--- src/rtl/mux_scan_n.sv ---
// Registered N-channel scanning mux with auto dwell scanning or a manual select; optional blanking under MUX_SCAN_BLANK_EN.
// Latency: one cycle from x/sel_in/mode to o/sel_out/ch_onehot, with no combinational input-to-output path.
// Backpressure: none; en freezes the auto-scan prescaler and index, and o keeps tracking the held channel.
module mux_scan_n #(
   parameter int W    = 4,
   parameter int CH   = 8,
   parameter int DIV  = 4,
   parameter int SELW = $clog2(CH)
) (
   input  logic              clk,
   input  logic              rst,
   input  logic [CH*W-1:0]   x,
   input  logic              en,
   input  logic              mode,
   input  logic [SELW-1:0]   sel_in,
   output logic [W-1:0]      o,
   output logic [SELW-1:0]   sel_out,
   output logic [CH-1:0]     ch_onehot,
   output logic              wrap
);

   localparam int              PW    = (DIV > 1) ? $clog2(DIV) : 1;
   localparam logic [PW-1:0]   PLAST = PW'(DIV - 1);
   localparam logic [SELW-1:0] LAST  = SELW'(CH - 1);
   localparam logic [SELW:0]   NCH   = (SELW + 1)'(CH);

   logic [PW-1:0]   pcnt;
   logic [PW-1:0]   npcnt;
   logic [SELW-1:0] nidx;
   logic            nwrap;
   logic            blank;
   logic [W-1:0]    nxdat;
   logic [CH-1:0]   noh;

   // Next-state: sel_out doubles as the current channel index.
   always_comb begin
      npcnt = pcnt;
      nidx  = sel_out;
      nwrap = 1'b0;
      blank = 1'b0;
      if (mode) begin
         npcnt = '0;
         if ({1'b0, sel_in} < NCH) begin
            nidx = sel_in;
         end
      end else if (en) begin
         if (pcnt == PLAST) begin
            npcnt = '0;
            nidx  = (sel_out == LAST) ? '0 : sel_out + SELW'(1);
            nwrap = (sel_out == LAST);
`ifdef MUX_SCAN_BLANK_EN
            blank = (DIV > 1);
`endif
         end else begin
            npcnt = pcnt + PW'(1);
         end
      end
   end

   always_comb begin
      nxdat = '0;
      noh   = '0;
      for (int i = 0; i < CH; i++) begin
         if (nidx == SELW'(i)) begin
            nxdat  = x[i*W +: W];
            noh[i] = 1'b1;
         end
      end
   end

   always_ff @(posedge clk) begin
      if (rst) begin
         pcnt      <= '0;
         sel_out   <= '0;
         ch_onehot <= CH'(1);
         o         <= '0;
         wrap      <= 1'b0;
      end else begin
         pcnt      <= npcnt;
         sel_out   <= nidx;
         wrap      <= nwrap;
         o         <= blank ? '0 : nxdat;
         ch_onehot <= blank ? '0 : noh;
      end
   end

endmodule

--- config.mk ---
export PLATFORM = sky130hd
export DESIGN_NAME = mux_scan_n
export DESIGN_NICKNAME = d
export VERILOG_FILES = /design/src/rtl/mux_scan_n.sv
export SDC_FILE = /design/constraint.sdc
export NUM_CORES = 1
export LEC_CHECK = 0
export ABC_AREA = 1
export CORE_MARGIN = 3
export CORE_UTILIZATION = 38
export CTS_CLUSTER_DIAMETER = 50
export CTS_CLUSTER_SIZE = 20
export DETAILED_ROUTE_END_ITERATION = 10
export PLACE_DENSITY = 0.79
export RECOVER_POWER = 100
export SLEW_MARGIN = 15
export SYNTH_ARGS = -nofsm -noshare
export SYNTH_HDL_FRONTEND = slang
export SYNTH_SLANG_ARGS = --single-unit
export TNS_END_PERCENT = 50
--- constraint.sdc ---
create_clock -name clk -period 2.3 [get_ports clk]
set_input_delay 0.575 -clock clk [delete_from_list [all_inputs] [get_ports clk]]
set_output_delay 0.575 -clock clk [all_outputs]
set_load 0.01 [all_outputs]
==> results.txt <==
* Run status: finished clean
* Power dissipated by switching net loads: between 200 and 250 uW
- Global routing usage summed across all routing layers: 19.0%
- After Yosys synthesis, and, or, nand and nor cells account for between 40 and 50% of the synthesized area.
* Resized cells post-CTS: 0
- Count of nets left with antenna violations after detail routing: 0
- Counting along the longest clock path gives a buffer depth of 2.
- Leaving out fill and tap cells, the most frequent cell in the layout is sky130_fd_sc_hd__nand2_1.
- Post-synthesis compound-gate area fraction: 3.58%
* Fraction of synthesized area in multiplexers: 0%
- Fraction of power consumed by the clock network: between 20% and 30%
- Max-cap violation count: 0
* Total gr overflow: 0
- Hold Violations, Final: 0
* Share of the core filled with cells in the final layout: slightly below 70%
- Main combinational cell family by area after synthesis: simple AND/OR/NAND/NOR gates
- In this run, the combinational gates consume around a third of the power.
- Total power draw: approximately 740 uW
- The number of nets in the synthesized netlist is 198.
* Aggregate routed wire length: between 3000 and 4000 um
* I/O pin count: 55
- After detailed routing, the number of vias per cell comes to between 4 and 5.
* Port bufs: between 50 and 60
* TritonRoute pass-1 iters: 4
- Of all flip-flops after synthesis, the portion carrying an async set or reset was 0%.
* Fraction of layout cells with a size suffix above 1: approximately a tenth
* Antenna diodes: 0
- For this run, the number of Yosys warnings is 0.
- Total count of max-transition violations in the final report: 0
- Die Outline Area: 3320 um2
- Dividing the synthesized area by the synthesized cell count gives about 6.5 um2.
- Between clock sinks in the finished design, the worst skew comes to just under 4 ps.
* Finish-stage setup viols: 0
* Setup WS post-layout: slightly below 200 ps
* Peak Freq: 476 MHz
- In this run the post-CTS setup repair buffer count came out at 0.
* Standard-cell row count: 18
- Clock tree synthesis found a total of 18 sinks.
- Counting the fill cells in the layout gives approximately 220.
- Setup repair after global routing left no endpoint under its margin.
- From synthesis to final layout, the design area changed by 66.4%.
* Worst path arrival time: around 2300 ps
* Drt wl/cell: 11.8 um
- CTS tree: done
- Entering global routing, the biggest net connects 13 pins.
* Fraction of the yosys area taken by sequential cells: between 30% and 40%
- Time the final worst path needs with I/O delays and setup: between 2000 and 2500 ps
- Internal power comes to between 500 and 600 uW.
* DP Worst Slack: -84.6 ps
* Clock Pin Slew Worst Setup and Hold Paths: about 100 ps
- Sequential share of power: around 46%
- Leakage Power: 0.000810 uW
* Total CTS buffers: 3
* Routed via count: about 1200
- Global-route wire length before repair: 4950 um
- The largest individual stage delay along the critical path comes from the cell sky130_fd_sc_hd__clkdlybuf4s50_1.
- Floorplan Core Area: approximately 2500 um2
- In this run the power density over the cells is approximately 440 nW/um2.
- Count of hold-fix buffers inserted at cts: 0
- Count of cell types in the netlist: 18
- On the worst path, the slowest cell contributes a delay of between 500 and 600 ps.
- Data on the critical path is required at its endpoint by about 2500 ps.
* Clock root buffer: sky130_fd_sc_hd__clkbuf_4
* Crit Path Max Fanout: 9
- Number of cells produced by synthesis: approximately 160
- In this run the number of H-tree levels came out at 1.
- In the synthesized netlist the dominant register cell turns out to be sky130_fd_sc_hd__dfxtp_1.
- Flip-flop and latch count after synthesis: 18
- Initial drt markers: 29
- Bufs and invs on worst path: 2
- Antenna violations before repair: 0
- Crit Path Category: input pin to flip-flop
* Die height: slightly below 60 um
- Starting density of the core: between 40% and 50%
- Setup crit start kind: input pin
* Maximum VDD drop: around 0.38 mV
- Most frequent cell on the critical path: sky130_fd_sc_hd__nand2_1
- In this run, synthesis inferred 0 flip-flops with an integrated enable.
* Gpl congestion: 0.887
- In this run the tightest slew margin relative to its limit is roughly 60%.
- Final period util: about nine tenths
- For this run, design rule violations remaining after detail routing come to 0.
- Once detailed placement completed, the half-perimeter wirelength came to 2530 um.
- XOR/XNOR Fraction of Synth Area: 0%
- Highest-count cells in the layout ignoring fill and taps: 39 x sky130_fd_sc_hd__nand2_1, 37 x sky130_fd_sc_hd__clkdlybuf4s50_1, 29 x sky130_fd_sc_hd__nor2_1
* Vias in the first global route: between 1000 and 1500
- Critical Path, Cell by Cell: clkdlybuf4s50_1, nand2_2, nand2_1, nand2_1, o21ai_4, nand2_2, nor2_2, inv_1, nand2_1, nor2_1, nand2_1, nand2_1
- Post-synthesis instance area: 1010 um2
* Post-synthesis share of cell area spent on full adders, half adders and majority gates: 3.71%
* Critical path capture point type: flip-flop
- Worst min path class: flip-flop to flip-flop
- Switching portion of total power: 29.3%
- Actual transition at the worst max-transition pin: about 600 ps
- Worst-skew pair later-pin latency: 300 ps
* Layout net count: 268
* Top Family by Delay on Critical Path: simple AND/OR/NAND/NOR gates
* Die Span X: around 58 um
==> logic make-up (layout without fill, tap and decap cells) <==
| logic type | after synthesis | count (layout) |
|---|---|---|
| and+or+nand+nor | 107 | 107 |
| buffers and inverters | 23 | 91 |
| DFF | 18 | 18 |
| AOI/OAI and AO/OA | 5 | 5 |
| adders and majority gates | 3 | 3 |
==> power groups by stage <==
stage	logic [uW]	clock network (uW)	registers, uW
floorplan	97.5	0	356
global placement	251	0	346
detailed placement	255	0	347
CTS	257	160	340
global route	268	175	341
finish	244	161	338
==> flip-flops by register name (all words and copies together), names as in the netlist <==
register   cells
o              4
sel_out        3
ch_onehot      8
wrap           1
pcnt           2
==> worst paths after layout <==
check	start	to	slack, ps	cells after the start
setup reg to reg	sel_out[0]	o[2]	360	12
setup / recovery	en	o[2]	200	12
hold reg to reg	pcnt[1]	pcnt[1]	490	2
hold / removal	pcnt[1]	pcnt[1]	490	2
==> layout make-up <==
cell class / count / area [um2] / share of cell area [%]
tap: 30 / 37.5 / 2.23
sequential: 18 / 360 / 21.4
clock buffer: 3 / 22.5 / 1.34
timing repair buffer: 68 / 631 / 37.4
inverter: 20 / 75.1 / 4.46
multi-input combinational: 115 / 558 / 33.1
==> metrics by stage <==
step,hold WS [ps],instance area [um2],setup TNS (ps),cells
floorplan,439,1010,0,156
global placement,446,1680,-173,251
detailed placement,475,1680,-256,251
CTS,490,1700,0,254
global route,516,1680,0,254
finish,489,1680,0,254
==> per-layer routing <==
layer / vias up / global-route usage [%] / routed length (um)
met5: - / 0 / 0
met4: 0 / 9.93 / 72
met3: 7 / 3.12 / 185
met2: 47 / 33.5 / 1520
met1: 535 / 21.9 / 1230
li1: 637 / - / -
==> Yosys cell counts, types with 3 or more instances <==
| library cell | instances | area [um2] |
|---|---|---|
| sky130_fd_sc_hd__a21oi_1 | 4 | 20.0 |
| sky130_fd_sc_hd__dfxtp_1 | 18 | 360 |
| sky130_fd_sc_hd__ha_1 | 3 | 37.5 |
| sky130_fd_sc_hd__inv_1 | 19 | 71.3 |
| sky130_fd_sc_hd__nand2_1 | 39 | 146 |
| sky130_fd_sc_hd__nand3_1 | 12 | 60.1 |
| sky130_fd_sc_hd__nand4_1 | 12 | 75.1 |
| sky130_fd_sc_hd__nor2_1 | 29 | 109 |
| sky130_fd_sc_hd__nor2_2 | 4 | 25.0 |
| sky130_fd_sc_hd__nor3_1 | 3 | 15.0 |
| sky130_fd_sc_hd__nor4_1 | 3 | 18.8 |
==> worst min-delay path: cells and delay by family (launching register included) <==
family             cells  cell delay [ps]
DFF                    1              330
AOI/OAI and AO/OA      1               60
and+or+nand+nor        1               70
Power figures use the tool's default switching activity.
